$ cat src/rtl/reg_change_monitor_pkg.sv
// Shared definitions for the register change monitor: record layout helpers and limits.
package reg_change_monitor_pkg;

    localparam logic [7:0] OVF_MAX = 8'hFF;

    // Packed record is {ts, x, y, z}; z occupies the least significant bits.
    function automatic int rec_w(input int ts_width, input int width);
        return ts_width + 3 * width;
    endfunction

    function automatic int z_lsb(input int width);
        return 0 * width;
    endfunction

    function automatic int y_lsb(input int width);
        return 1 * width;
    endfunction

    function automatic int x_lsb(input int width);
        return 2 * width;
    endfunction

    function automatic int ts_lsb(input int width);
        return 3 * width;
    endfunction

endpackage

$ cat src/rtl/reg_change_monitor_sync_fifo.sv
// Show-ahead synchronous FIFO; the head entry is visible on dout while not empty.
module reg_change_monitor_sync_fifo #(
    parameter int W     = 8,
    parameter int DEPTH = 8
) (
    input  logic                     clk,
    input  logic                     rst_n,
    input  logic                     push,
    input  logic                     pop,
    input  logic [W-1:0]             din,
    output logic [W-1:0]             dout,
    output logic                     full,
    output logic                     empty,
    output logic [$clog2(DEPTH):0]   count
);

    localparam int AW = $clog2(DEPTH);

    logic [W-1:0] mem [DEPTH];
    logic [AW:0]  wr_ptr;
    logic [AW:0]  rd_ptr;

    // Pointers carry one extra bit so full and empty are distinguishable.
    always_ff @(posedge clk or negedge rst_n) begin
        if (!rst_n) begin
            wr_ptr <= '0;
            rd_ptr <= '0;
        end else begin
            if (push) wr_ptr <= wr_ptr + (AW + 1)'(1);
            if (pop)  rd_ptr <= rd_ptr + (AW + 1)'(1);
        end
    end

    always_ff @(posedge clk) begin
        if (push) mem[wr_ptr[AW-1:0]] <= din;
    end

    assign count = wr_ptr - rd_ptr;
    assign empty = (wr_ptr == rd_ptr);
    assign full  = (wr_ptr[AW] != rd_ptr[AW]) && (wr_ptr[AW-1:0] == rd_ptr[AW-1:0]);

    // Storage is never reset, so the head is masked while empty.
    assign dout  = empty ? '0 : mem[rd_ptr[AW-1:0]];

endmodule

$ cat src/rtl/reg_change_monitor.sv
// On-chip trace recorder: logs timestamped changes of x/y/z into a FIFO drained by valid/ready.
module reg_change_monitor
    import reg_change_monitor_pkg::*;
#(
    parameter int WIDTH    = 32,
    parameter int DEPTH    = 8,
    parameter int TS_WIDTH = 16
) (
    input  logic                     clk,
    input  logic                     rst_n,
    input  logic                     en,
    input  logic [WIDTH-1:0]         x,
    input  logic [WIDTH-1:0]         y,
    input  logic [WIDTH-1:0]         z,
    output logic                     out_valid,
    input  logic                     out_ready,
    output logic [TS_WIDTH-1:0]      out_ts,
    output logic [WIDTH-1:0]         out_x,
    output logic [WIDTH-1:0]         out_y,
    output logic [WIDTH-1:0]         out_z,
    output logic [$clog2(DEPTH):0]   count,
    output logic [7:0]               overflow_cnt
);

    localparam int REC_W = rec_w(TS_WIDTH, WIDTH);

    // Output handshake: a record transfers on any edge where out_valid and out_ready are both 1;
    // out_valid never depends on out_ready.
    logic [TS_WIDTH-1:0] ts;
    logic [WIDTH-1:0]    prev_x;
    logic [WIDTH-1:0]    prev_y;
    logic [WIDTH-1:0]    prev_z;
    logic                arm;

    logic                event_hit;
    logic                push;
    logic                pop;
    logic                drop;
    logic                full;
    logic                empty;
    logic [REC_W-1:0]    rec_in;
    logic [REC_W-1:0]    rec_out;

    assign event_hit = en && (arm || (x != prev_x) || (y != prev_y) || (z != prev_z));
    assign pop       = !empty && out_ready;
    // A full FIFO still accepts a record when the head leaves on the same edge.
    assign push      = event_hit && (!full || pop);
    assign drop      = event_hit && !push;
    assign rec_in    = {ts, x, y, z};

    always_ff @(posedge clk or negedge rst_n) begin
        if (!rst_n) begin
            ts           <= '0;
            prev_x       <= '0;
            prev_y       <= '0;
            prev_z       <= '0;
            arm          <= 1'b1;
            overflow_cnt <= '0;
        end else begin
            ts <= ts + TS_WIDTH'(1);
            if (en) begin
                prev_x <= x;
                prev_y <= y;
                prev_z <= z;
                arm    <= 1'b0;
            end
            if (drop && overflow_cnt != OVF_MAX) overflow_cnt <= overflow_cnt + 8'd1;
        end
    end

    reg_change_monitor_sync_fifo #(
        .W     (REC_W),
        .DEPTH (DEPTH)
    ) u_fifo (
        .clk   (clk),
        .rst_n (rst_n),
        .push  (push),
        .pop   (pop),
        .din   (rec_in),
        .dout  (rec_out),
        .full  (full),
        .empty (empty),
        .count (count)
    );

    assign out_valid = !empty;
    assign out_ts    = rec_out[ts_lsb(WIDTH) +: TS_WIDTH];
    assign out_x     = rec_out[x_lsb(WIDTH)  +: WIDTH];
    assign out_y     = rec_out[y_lsb(WIDTH)  +: WIDTH];
    assign out_z     = rec_out[z_lsb(WIDTH)  +: WIDTH];

endmodule

$ cat config.mk
export PLATFORM = sky130hd
export DESIGN_NAME = reg_change_monitor
export DESIGN_NICKNAME = d
export VERILOG_FILES = /design/src/rtl/reg_change_monitor_pkg.sv /design/src/rtl/reg_change_monitor_sync_fifo.sv /design/src/rtl/reg_change_monitor.sv
export SDC_FILE = /design/constraint.sdc
export NUM_CORES = 1
export LEC_CHECK = 0
export ABC_AREA = 0
export CORE_MARGIN = 2
export CORE_UTILIZATION = 45
export DETAILED_ROUTE_END_ITERATION = 16
export PLACE_DENSITY_LB_ADDON = 0.12
export SYNTH_ARGS = -nofsm -noshare
export SYNTH_HDL_FRONTEND = slang
export SYNTH_SLANG_ARGS = --single-unit
export TNS_END_PERCENT = 10
$ cat constraint.sdc
create_clock -name clk -period 19.8 [get_ports clk]
set_input_delay 2.97 -clock clk [delete_from_list [all_inputs] [get_ports clk]]
set_output_delay 2.97 -clock clk [all_outputs]
set_load 0.05 [all_outputs]
# Word level (Yosys, flattened, before mapping)

Memories as Yosys holds them, arrays and structs flattened.
Index checks and enable logic that the tools add are counted.

Reduce and logical (&&, ||, !) cells: 13
$add $sub $neg: 5
Equality and inequality tests: 7
Mux-type cells: 3

Operators by type and width:

| operator                                                        | count |
|---|---|
| 112-bit 2-to-1 mux                                              | 1 |
| 32-bit inequality test                                          | 3 |
| 16-bit by 1-bit adder with 16-bit output, second input constant | 1 |
| 4-bit by 1-bit adder with 4-bit output, second input constant   | 2 |
| 8-bit by 1-bit adder with 8-bit output, second input constant   | 1 |
| 8-bit inequality test, second input constant                    | 1 |
| 1-bit logical AND                                               | 6 |
| 4-bit == test                                                   | 1 |
| 1-bit logical OR                                                | 4 |
| 4-bit subtractor                                                | 1 |
| 3-bit == test                                                   | 1 |
| 1-bit logical NOT                                               | 3 |
| 1-bit 2-to-1 mux                                                | 2 |
| 1-bit inequality test                                           | 1 |

Flip-flop bits (word level): 129
Memories: 1
Bits of input ports: 100
Logic and storage cells: 37
Output and inout bits: 125
Bits in writable memories: 896

Memory list:

| memory     | words | bits a word | rd ports | clocked after memory_dff | write ports | line                               | source |
|---|---|---|---|---|---|---|---|
| u_fifo.mem | 8     | 112         | 1        | 0                        | 1           | reg_change_monitor_sync_fifo.sv:19 | `logic [W-1:0] mem [DEPTH];` |

# Logic depth before layout (Yosys ltp)

Gate-level depths: netlist of run 1.

Word-level depth: 9
Mapped depth: 10
Gate-level depth less buffers: 7

# Modules after synthesis

Synthesis of run 1 repeated with hierarchy kept, for this count alone.

Cells, all modules: 2342
Area total of the unflattened synthesis: 41313.4 sq um

Modules (own cells, without submodules):

| module                       | sequential area each (sq um) | area an instance (sq um) | cells each | times used |
|---|---|---|---|---|
| reg_change_monitor_sync_fifo | 27106.0                      | 35546.6                  | 1851       | 1 |
| reg_change_monitor           | 3029.2                       | 5766.8                   | 491        | 1 |

# Worst setup path before layout of run 1

OpenSTA, ideal clock, no wires.

Path type: input to register
Start point: input port x[13]
End point: memory u_fifo.mem[0][0] (netlist name), enable pin
Stages: 7
Data arrival time: 15.286 ns
Path slack: 3.617 ns
Library setup time: 0.897 ns
Cell sequence: nand2b_1 > o2111a_1 > nand4_1 > or4_1 > nor4_4 > nor2_2 > nor4b_1

Word-level cells in the longest chain between the ends: 8

Ends and longest elaborated chain:

| what                                   | line                               | source |
|---|---|---|
| start: declaration                     | reg_change_monitor.sv:12           | `input logic [WIDTH-1:0] x,` |
| 32-bit inequality test                 | reg_change_monitor.sv:44           | `assign event_hit = en && (arm \|\| (x != prev_x) \|\| (y != prev_y) \|\| (z != prev_z));` |
| 1-bit logical OR (3 in a row)          | reg_change_monitor.sv:44           |  |
| 1-bit logical AND                      | reg_change_monitor.sv:44           |  |
| 1-bit logical AND                      | reg_change_monitor.sv:47           | `assign push = event_hit && (!full \|\| pop);` |
| 1-bit 2-to-1 mux                       | reg_change_monitor_sync_fifo.sv:35 | `if (push) mem[wr_ptr[AW-1:0]] <= din;` |
| 1-bit 2-to-1 mux (not written as such) | reg_change_monitor_sync_fifo.sv:35 |  |
| end: declaration                       | reg_change_monitor_sync_fifo.sv:19 |  |

No other way between the ends.

# Worst setup path after layout of run 1

Start point: register u_fifo.rd_ptr[2]
End point: output port out_ts[12]

Word-level cells in the longest chain between the ends: 2
Elaborated cells between the ends (all ways): 3
Those cells by class: eq/ne: 1; mux: 1; memory: 1

Ends and longest elaborated chain:

| what                                                | line                               | source |
|---|---|---|
| start: declaration                                  | reg_change_monitor_sync_fifo.sv:21 | `logic [AW:0] rd_ptr;` |
| start signal: assignment                            | reg_change_monitor_sync_fifo.sv:30 | `if (pop) rd_ptr <= rd_ptr + (AW + 1)'(1);` |
| memory 8 x 112 bit or 4-bit == test (tied branches) | --                                 |  |
| 112-bit 2-to-1 mux (*)                              | reg_change_monitor_sync_fifo.sv:43 | `assign dout = empty ? '0 : mem[rd_ptr[AW-1:0]];` |
| end: declaration                                    | reg_change_monitor.sv:17           | `output logic [TS_WIDTH-1:0] out_ts,` |

Every way passes the cells marked *; elsewhere a longest branch is shown, timed or not.

==> metrics, run 1 <==
GRT Overall Usage=a little over a fifth; row count=109; RSZ-0062 raised after global routing=no; DRT antenna net count=0; Leakage=15.63 nW; Tcrit/Tclk final=42.34%; post-route cell area=between 0.04 and 0.05 mm²; final setup vio count=0; most frequent cells in the layout=edfxtp_1, nand2_1, mux4_2, clkdlybuf4s50_1, dfrtp_1; Slew headroom=22.38%; Cell variety after synth=46; Worst Setup SP=u_fifo.rd_ptr[2]$_DFFE_PN0P_; minimum clock period=8383 ps; die area=0.09134 mm²; HPWL after DPL=55600 µm; IO Count=225; Synth Register Bits=1025; final hold viol count=0; Synth Net Count=2177; cts bufs inserted=103; initial core utilization=a little under half; Syn Area/Cell=about 19 µm²; Seq/Total Area, Yosys=75.29%; final core utilization=53.19%; Layout Skew=21.16 ps; worst setup path class=reg -> out; clock latency on the worst-skew pair=about 660 ps; max-slew violations=0; Data required, critical path=16830 ps; Main synth FF type=edfxtp_1; Max Fclk=119.3 MHz; CTS tree=yes; area grow syn2layout=17.26%; clock sink count=between 1000 and 1500; worst-path maximum fanout=72; # nets final=2433; Post-CTS Hold Buffers=0; Core Area=0.08824 mm²; first-pass GRT wire length=139300 µm; Pre-Repair DR Iteration Count=5; Routed WL=about 94000 µm; Synthesis Warnings=0; critical path endpoint category=primary output; ant diodes=0; initial antenna violation count=5; VDD IR-drop max=0.1578 mV; fraction of layout cells with a size suffix above 1=roughly a fifth; number of flops mapped to enable cells by yosys=896; gr ovfl total=0; PostCTS Resize Cnt=0; DRC Markers=0; DR WL/cell=26.19 µm; clk buf depth=3; Die Wd=302.2 µm; number of post-CTS setup repair buffers=0; DP Area=0.04362 mm²; Hold Crit Class=reg -> reg; Worst Min Path Start=arm$_DFFE_PN1P_; largest net degree at the start of global routing=107; vias in the first global route=21200; Vias=about 20000; CTS clk-pin slew, worst paths=60 ps; setup total negative slack=0 ps; asr flop ratio synth=12.59%; port bufs=224; H-tree Lvls=3; Pwr Density=166.4 mW/mm²; critical path arrival=about 5400 ps; RePlAce Congestion=0.7824; root buf cell=clkbuf_16; max cap viols=0; Critical Path Source Type=flop; Post-Synthesis Cells=a little over 2000; vias per cell=about 5.6; mapped cell area=0.04002 mm²; most common cell after layout, fill and taps aside=edfxtp_1; Die Span Y=302.2 µm; reg-to-reg startpoint=u_fifo.rd_ptr[2]$_DFFE_PN0P_; Worst Tran Pin Value=1164 ps; DRT iter0 DRCs=1656; status=finished, final reports clean
[synth_stat cells (2+ instances only)]
cell type | count | share of area, %
nor2_1 | 8 | 0.075
o21ai_0 | 9 | 0.11
clkinv_1 | 2 | 0.019
mux2_2 | 88 | 2.5
buf_2 | 5 | 0.063
buf_1 | 45 | 0.42
nor2b_1 | 14 | 0.22
inv_1 | 27 | 0.25
clkbuf_1 | 52 | 0.49
o22ai_1 | 6 | 0.094
mux2i_1 | 2 | 0.050
and4_1 | 4 | 0.088
nor3_1 | 7 | 0.088
xnor2_1 | 22 | 0.48
nand2_1 | 244 | 2.3
o2111ai_1 | 4 | 0.088
nand4_1 | 14 | 0.22
a2111o_1 | 4 | 0.11
a21oi_1 | 114 | 1.4
nand3_1 | 10 | 0.13
nand4b_1 | 2 | 0.044
and3_1 | 4 | 0.063
dfrtp_1 | 128 | 8.0
nor4_1 | 20 | 0.31
edfxtp_1 | 896 | 67
xor2_1 | 74 | 1.6
nand2b_1 | 12 | 0.19
ha_1 | 7 | 0.22
mux4_2 | 224 | 13
nor4b_1 | 4 | 0.088
mux2_1 | 2 | 0.056
[final timing paths]
| path | end | slack, ps | cells past startpoint |
|---|---|---|---|
| worst max-delay path | out_ts[12] | 11420 | 6 |
| worst min register to register | arm$_DFFE_PN1P_ | 490 | 1 |
| worst min-delay path | arm$_DFFE_PN1P_ | 490 | 1 |
| worst max register to register | u_fifo.mem[2][47]$_DFFE_PP_ | 14440 | 9 |
| min in group asynchronous | ts[2]$_DFF_PN0_ | 2350 | 1 |
| max in group asynchronous | prev_y[28]$_DFFE_PN0P_ | 16110 | 2 |
[kinds of logic after synthesis]
group                    after synthesis  share of synthesized area (%)
AO/OA/AOI/OAI                        143                          1.966
buffers and inverters                132                          1.254
AND/OR/NAND/NOR                      349                          3.930
multiplexers                         316                          15.19
XOR/XNOR                              96                          2.101
flip-flops                          1025                          75.29
adder cells (fa/ha/maj)                8                         0.2688
[layer usage]
layer  wire length, µm  vias to the layer above  GRT usage [%]
met2             46190                      499          34.29
met3              4613                      117          3.333
met1             41480                    10770          29.54
li1                  -                     8700              -
met5                70                        -              0
met4              1339                       10          4.491
[worst max-delay path, cell delays in order, from the launching register on]
cell and delay [ps]:
dfrtp_4 1130, inv_4 530, ha_1 540, and4_4 740
buf_4 680, a21oi_1 130, clkdlybuf4s50_1 750
[state kept, by name (all words and copies together), names as in the netlist]
name	cells
u_fifo.rd_ptr	4
prev_x	32
overflow_cnt	8
prev_y	32
prev_z	32
u_fifo.wr_ptr	4
ts	16
u_fifo.mem	896
arm	1
[final cells by class]
| cell class | instances | area (µm²) |
|---|---|---|
| fill | 6900 | 41310 |
| sequential | 1025 | 30150 |
| multi-input combinational | 912 | 9427 |
| clock buffer | 138 | 2809 |
| timing repair buffer | 253 | 2475 |
| tap | 1165 | 1458 |
| clock inverter | 55 | 503.0 |
| inverter | 30 | 115.1 |
[stage by stage]
stage | total power [mW] | instances | setup slack [ps] | hold slack, ps
6_report | 7.807 | 3578 | 11420 | 485.1
5_1_grt | 8.146 | 3578 | 11120 | 508.9
4_1_cts | 7.920 | 3578 | 11340 | 486.9
3_5_place_dp | 6.020 | 3385 | 11920 | 476.3
3_3_place_gp | 6.006 | 3385 | 12050 | 475.2
2_1_floorplan | 4.983 | 2069 | 3617 | 461.7
[where the power goes]
part	internal [mW]	switching [mW]	total [mW]	leakage (nW)
Clock	1.10	0.793	1.89	1.62
Combinational	1.09	1.99	3.08	4.37
Sequential	2.69	0.150	2.84	9.64
Total	4.88	2.93	7.81	15.6
(Power assumes the default switching activity.)
==> inputs of run 2 (changes only) <==
==> constraint.sdc (replaced) <==
create_clock -name clk -period 8.4 [get_ports clk]
set_input_delay 1.26 -clock clk [delete_from_list [all_inputs] [get_ports clk]]
set_output_delay 1.26 -clock clk [all_outputs]
set_load 0.05 [all_outputs]
==> run 2 against run 1 <==
Against the previous run: sequential power up 140%; setup slack got worse by 9400 ps; first-iteration DRC count grew 7.1%; critical endpoint is now out_x[22]; clock skew up 5.7 ps; final cell count grew 0.17%; design area up 0.16%; die area stayed put; largest cell class unchanged; via count rose by 0.12%; sequential share of layout area is 0.10 points lower; critical path depth is the same.
==> metrics, run 2 (same netlist as run 1, synthesis figures left out) <==
status=finished, final reports clean; fraction of layout cells with a size suffix above 1=21.33% (+0.44 points); max-slew violations=0 (unchanged); number of post-CTS setup repair buffers=0 (unchanged); GRT Overall Usage=21.08% (+0.27 points); max reg flops=896 (unchanged); fin cells=3584 (+0.17%); Leakage=15.66 nW (+0.24%); most frequent cells in the layout=edfxtp_1, nand2_1, mux4_2, clkdlybuf4s50_1, dfrtp_1; Pwr Density=393.7 mW/mm² (+140%); DRC Markers=0 (unchanged); DR WL/cell=26.60 µm (+1.6%); Hold Crit Class=reg -> reg; row count=109 (unchanged); fillers=6924 (+0.35%); Die Span Y=302.2 µm (unchanged); port bufs=224 (unchanged); Max Fclk=157.6 MHz; minimum clock period=6345 ps; critical path endpoint category=primary output; DRT iter0 DRCs=1773 (+7.1%); Die Wd=302.2 µm (unchanged); root buf cell=clkbuf_16; clk buf depth=3 (unchanged); VDD IR-drop max=0.3787 mV (+140%); die area=0.09134 mm² (unchanged); PostCTS Resize Cnt=0 (unchanged); clock latency on the worst-skew pair=660 ps (about the same); Core Area=0.08824 mm² (unchanged); vias per cell=5.614 (about the same); Pre-Repair DR Iteration Count=5 (unchanged); CTS clk-pin slew, worst paths=60 ps (about the same); final setup vio count=0 (unchanged); # nets final=2434 (+0.041%); most common cell after layout, fill and taps aside=edfxtp_1; max cap viols=0 (unchanged); RePlAce Congestion=0.7958 (+1.7%); Sequential cell area=0.03015 mm² (unchanged); DRT antenna net count=0 (unchanged); multi-input logic area=0.009468 mm² (+0.44%); largest net degree at the start of global routing=107 (unchanged); Vias=20120 (+0.12%); gr ovfl total=0 (unchanged); worst-path maximum fanout=56 (-22%); Slew headroom=18.60% (-3.8 points); Critical Path Source Type=flop; critical path arrival=5080 ps (-330 ps); initial core utilization=45.36% (unchanged); Tcrit/Tclk final=75.53%; final hold viol count=0 (unchanged); vias in the first global route=21100 (-0.46%); Inst Count DP=3385 (unchanged); Layout Skew=26.86 ps (+5.697 ps); clock sink count=1025 (unchanged); cts bufs inserted=104 (+0.97%); HPWL after DPL=53310 µm (-4.1%); CTS tree=yes; area grow syn2layout=17.45%; Data required, critical path=7140 ps (-9690 ps); H-tree Lvls=3 (unchanged); first-pass GRT wire length=139800 µm (+0.35%); worst setup path class=reg -> out; Worst Tran Pin Value=1221 ps (+56.75 ps); initial antenna violation count=9 (+4); RSZ-0062 raised after global routing=no; IO Count=225 (unchanged); Post-CTS Hold Buffers=0 (unchanged); Routed WL=95340 µm (+1.8%); setup total negative slack=0 ps (unchanged)
## run 2: critical path, stage by stage, from the launching register on
cell and delay [ps]:
dfrtp_4 1030, inv_4 480, ha_1 530, and4_4 590, buf_4 710, a21oi_1 220
clkdlybuf4s50_1 790
## run 2: worst paths after layout
check | slack [ps] | endpoint | from | cells after the start
max | 2060 | out_x[22] | u_fifo.rd_ptr[2]$_DFFE_PN0P_ | 6
min | 490 | arm$_DFFE_PN1P_ | arm$_DFFE_PN1P_ | 1
max reg2reg | 3150 | u_fifo.mem[2][93]$_DFFE_PP_ | u_fifo.rd_ptr[2]$_DFFE_PN0P_ | 9
min reg2reg | 490 | arm$_DFFE_PN1P_ | arm$_DFFE_PN1P_ | 1
max in group asynchronous | 6260 | prev_x[17]$_DFFE_PN0P_ | rst_n | 2
min in group asynchronous | 630 | ts[0]$_DFF_PN0_ | rst_n | 1
## run 2: metrics by stage
step | hold WS (ps) | util (%) | total power [mW] | cell area, µm² | setup WS (ps)
6_report | 487.7 | 53.27 | 18.51 | 47010 | 2055
5_1_grt | 493.6 | 53.26 | 19.31 | 47000 | 1820
2_1_floorplan | 461.7 | - | 11.67 | 40050 | -372.9
3_3_place_gp | 473.6 | 49.50 | 14.19 | 43670 | 2153
3_5_place_dp | 478.7 | 49.50 | 14.24 | 43670 | 2084
4_1_cts | 487.3 | 53.26 | 18.75 | 47000 | 1985
## run 2: final cells by class
class                      instances  area share [%]
multi-input combinational        912           20.14
antenna                            4         0.02129
inverter                          30          0.2449
clock inverter                    50          0.8757
clock buffer                     145           6.194
tap                             1165           3.101
sequential                      1025           64.13
timing repair buffer             253           5.291
## run 2: power by group
part / internal, mW / leakage, nW / switching (mW)
Sequential: 6.34 / 9.64 / 0.400
Clock: 2.60 / 1.64 / 1.89
Combinational: 2.57 / 4.39 / 4.71
## run 2: layer usage
metal | part of all wire [%] | up-vias | global-route usage (%)
li1 | - | 8717 | -
met1 | 44 | 10740 | 30.27
met2 | 49 | 545 | 34.19
met3 | 5.9 | 115 | 3.792
met4 | 1.5 | 4 | 4.267
met5 | 0.024 | - | 0
==> patch (flow settings as in run 1) <==
Set the parameter `TS_WIDTH` to 20 (it was 16).
--- a/src/rtl/reg_change_monitor.sv
+++ b/src/rtl/reg_change_monitor.sv
@@ -5,5 +5,5 @@
     parameter int WIDTH    = 32,
     parameter int DEPTH    = 8,
-    parameter int TS_WIDTH = 16
+    parameter int TS_WIDTH = 20
 ) (
     input  logic                     clk,
Interface: changed (resized out_ts); port bits go from 225 to 229. No check against the original RTL was run, so the function may have changed too.
==> patch against run 1 <==
Global-route usage rose by 0.48 points. Total power rose by 5.1%. Critical path type unchanged. Routed wire length rose by 6.4%. Critical endpoint is now out_x[31]. Sequential cell count rose by 36. Worst setup slack improved by 0.011 ns. Clock skew fell by 0.0014 ns. Synthesized area rose by 3.7%. Count of clock-buffer cells in the layout rose by 25. Largest power group unchanged. Sequential share of layout area fell by 0.26 points. Cell area rose by 3.9%. Core utilization rose by 0.11 points.
==> patch: results (changes against run 1) <==
status completed (unchanged); R2R Setup Slk 14.91 ns (was 14.44 ns); via count 20890 (was 20100); DP HPWL 56780 um (was 55600 um); largest net degree at the start of global routing 152 (was 107); layout cells sized above 1 0.2149 (was 0.2089); vias in the first global route 21980 (was 21200); GR Layer Usage met2 0.3543 (was 0.3429); Int Pwr 5.138 mW (was 4.875 mW); Post-Synth Adder-Cell Area 0.002592 (was 0.002689); count of different cell masters after synthesis 45 (was 46); placed cell areas 0.04517 mm^2 (was 0.04362 mm^2); EDFF count, synth 928 (was 896); Largest register FFs 928 (was 896); slowest stage delay, CP 0.78 ns (was 1.13 ns); port bufs 228 (was 224); Worst R2R End u_fifo.mem[3][55]$_DFFE_PP_ (was u_fifo.mem[2][47]$_DFFE_PP_); worst relative slew slack 0.1747 (was 0.2238); Post-Route WL 99660 um (was 93690 um); sequential power 2.92 mW (was 2.84 mW); Place WS 12.03 ns (was 11.92 ns); Worst VDD drop 155.4 uV (was 157.8 uV); 1st-iter DRT viols 1834 (was 1656); syn nets 2254 (was 2177); HP Start u_fifo.rd_ptr[3]$_DFFE_PN0P_ (was arm$_DFFE_PN1P_); Slowest-stage cell, CP buf_4 (was dfrtp_4); Placer Congestion 0.7900 (was 0.7824); GR met1 Demand/Resource 0.2945 (was 0.2954); final worst slack 11.43 ns (was 11.42 ns); Worst setup endpoint out_x[31] (was out_ts[12]); fill cell count 7181 (was 6900); Met2 Wirelength 49670 um (was 46190 um); global-route wire length before repair 147100 um (was 139300 um); proportion of synthesized area in mux cells 0.1501 (was 0.1519); compound-gate portion of the synthesized area 0.02188 (was 0.01966); worst-path fanout max 55 (was 72); leading cell types by count after synthesis 928 x edfxtp_1, 252 x nand2_1, 232 x mux4_2 (was 896 x edfxtp_1, 244 x nand2_1, 224 x mux4_2); WL met3 5867 um (was 4613 um)
patch: changes by cell type after synthesis, sizes merged, moves of 5 or more:
cell | run 1 | this run
nand4 | 14 | 19
nand3 | 10 | 17
nor4 | 21 | 14
a2111oi | 0 | 9
clkbuf | 52 | 72
mux4 | 224 | 232
buf | 50 | 33
edfxtp | 896 | 928
nor2b | 14 | 29
xnor2 | 22 | 36
nand2 | 244 | 252
xor2 | 74 | 57
patch: through the flow:
stage                     std cells  total power, mW
after floorplan                2146            5.173
after global placement         3484            6.245
after detailed placement       3484            6.261
after CTS                      3690            8.326
after global routing           3692            8.563
final                          3693            8.208
patch: cell type report:
cell class              count  area (um^2)  area share
diodes                      3        7.507   0.0001539
clock buffers             163         3133     0.06422
clock inverters            43        475.5    0.009746
inverters                  30        115.1    0.002360
multi-input cells         950         9822      0.2013
flip-flops and latches   1061        31210      0.6397
well taps                1186         1484     0.03042
repair buffers            257         2540     0.05206
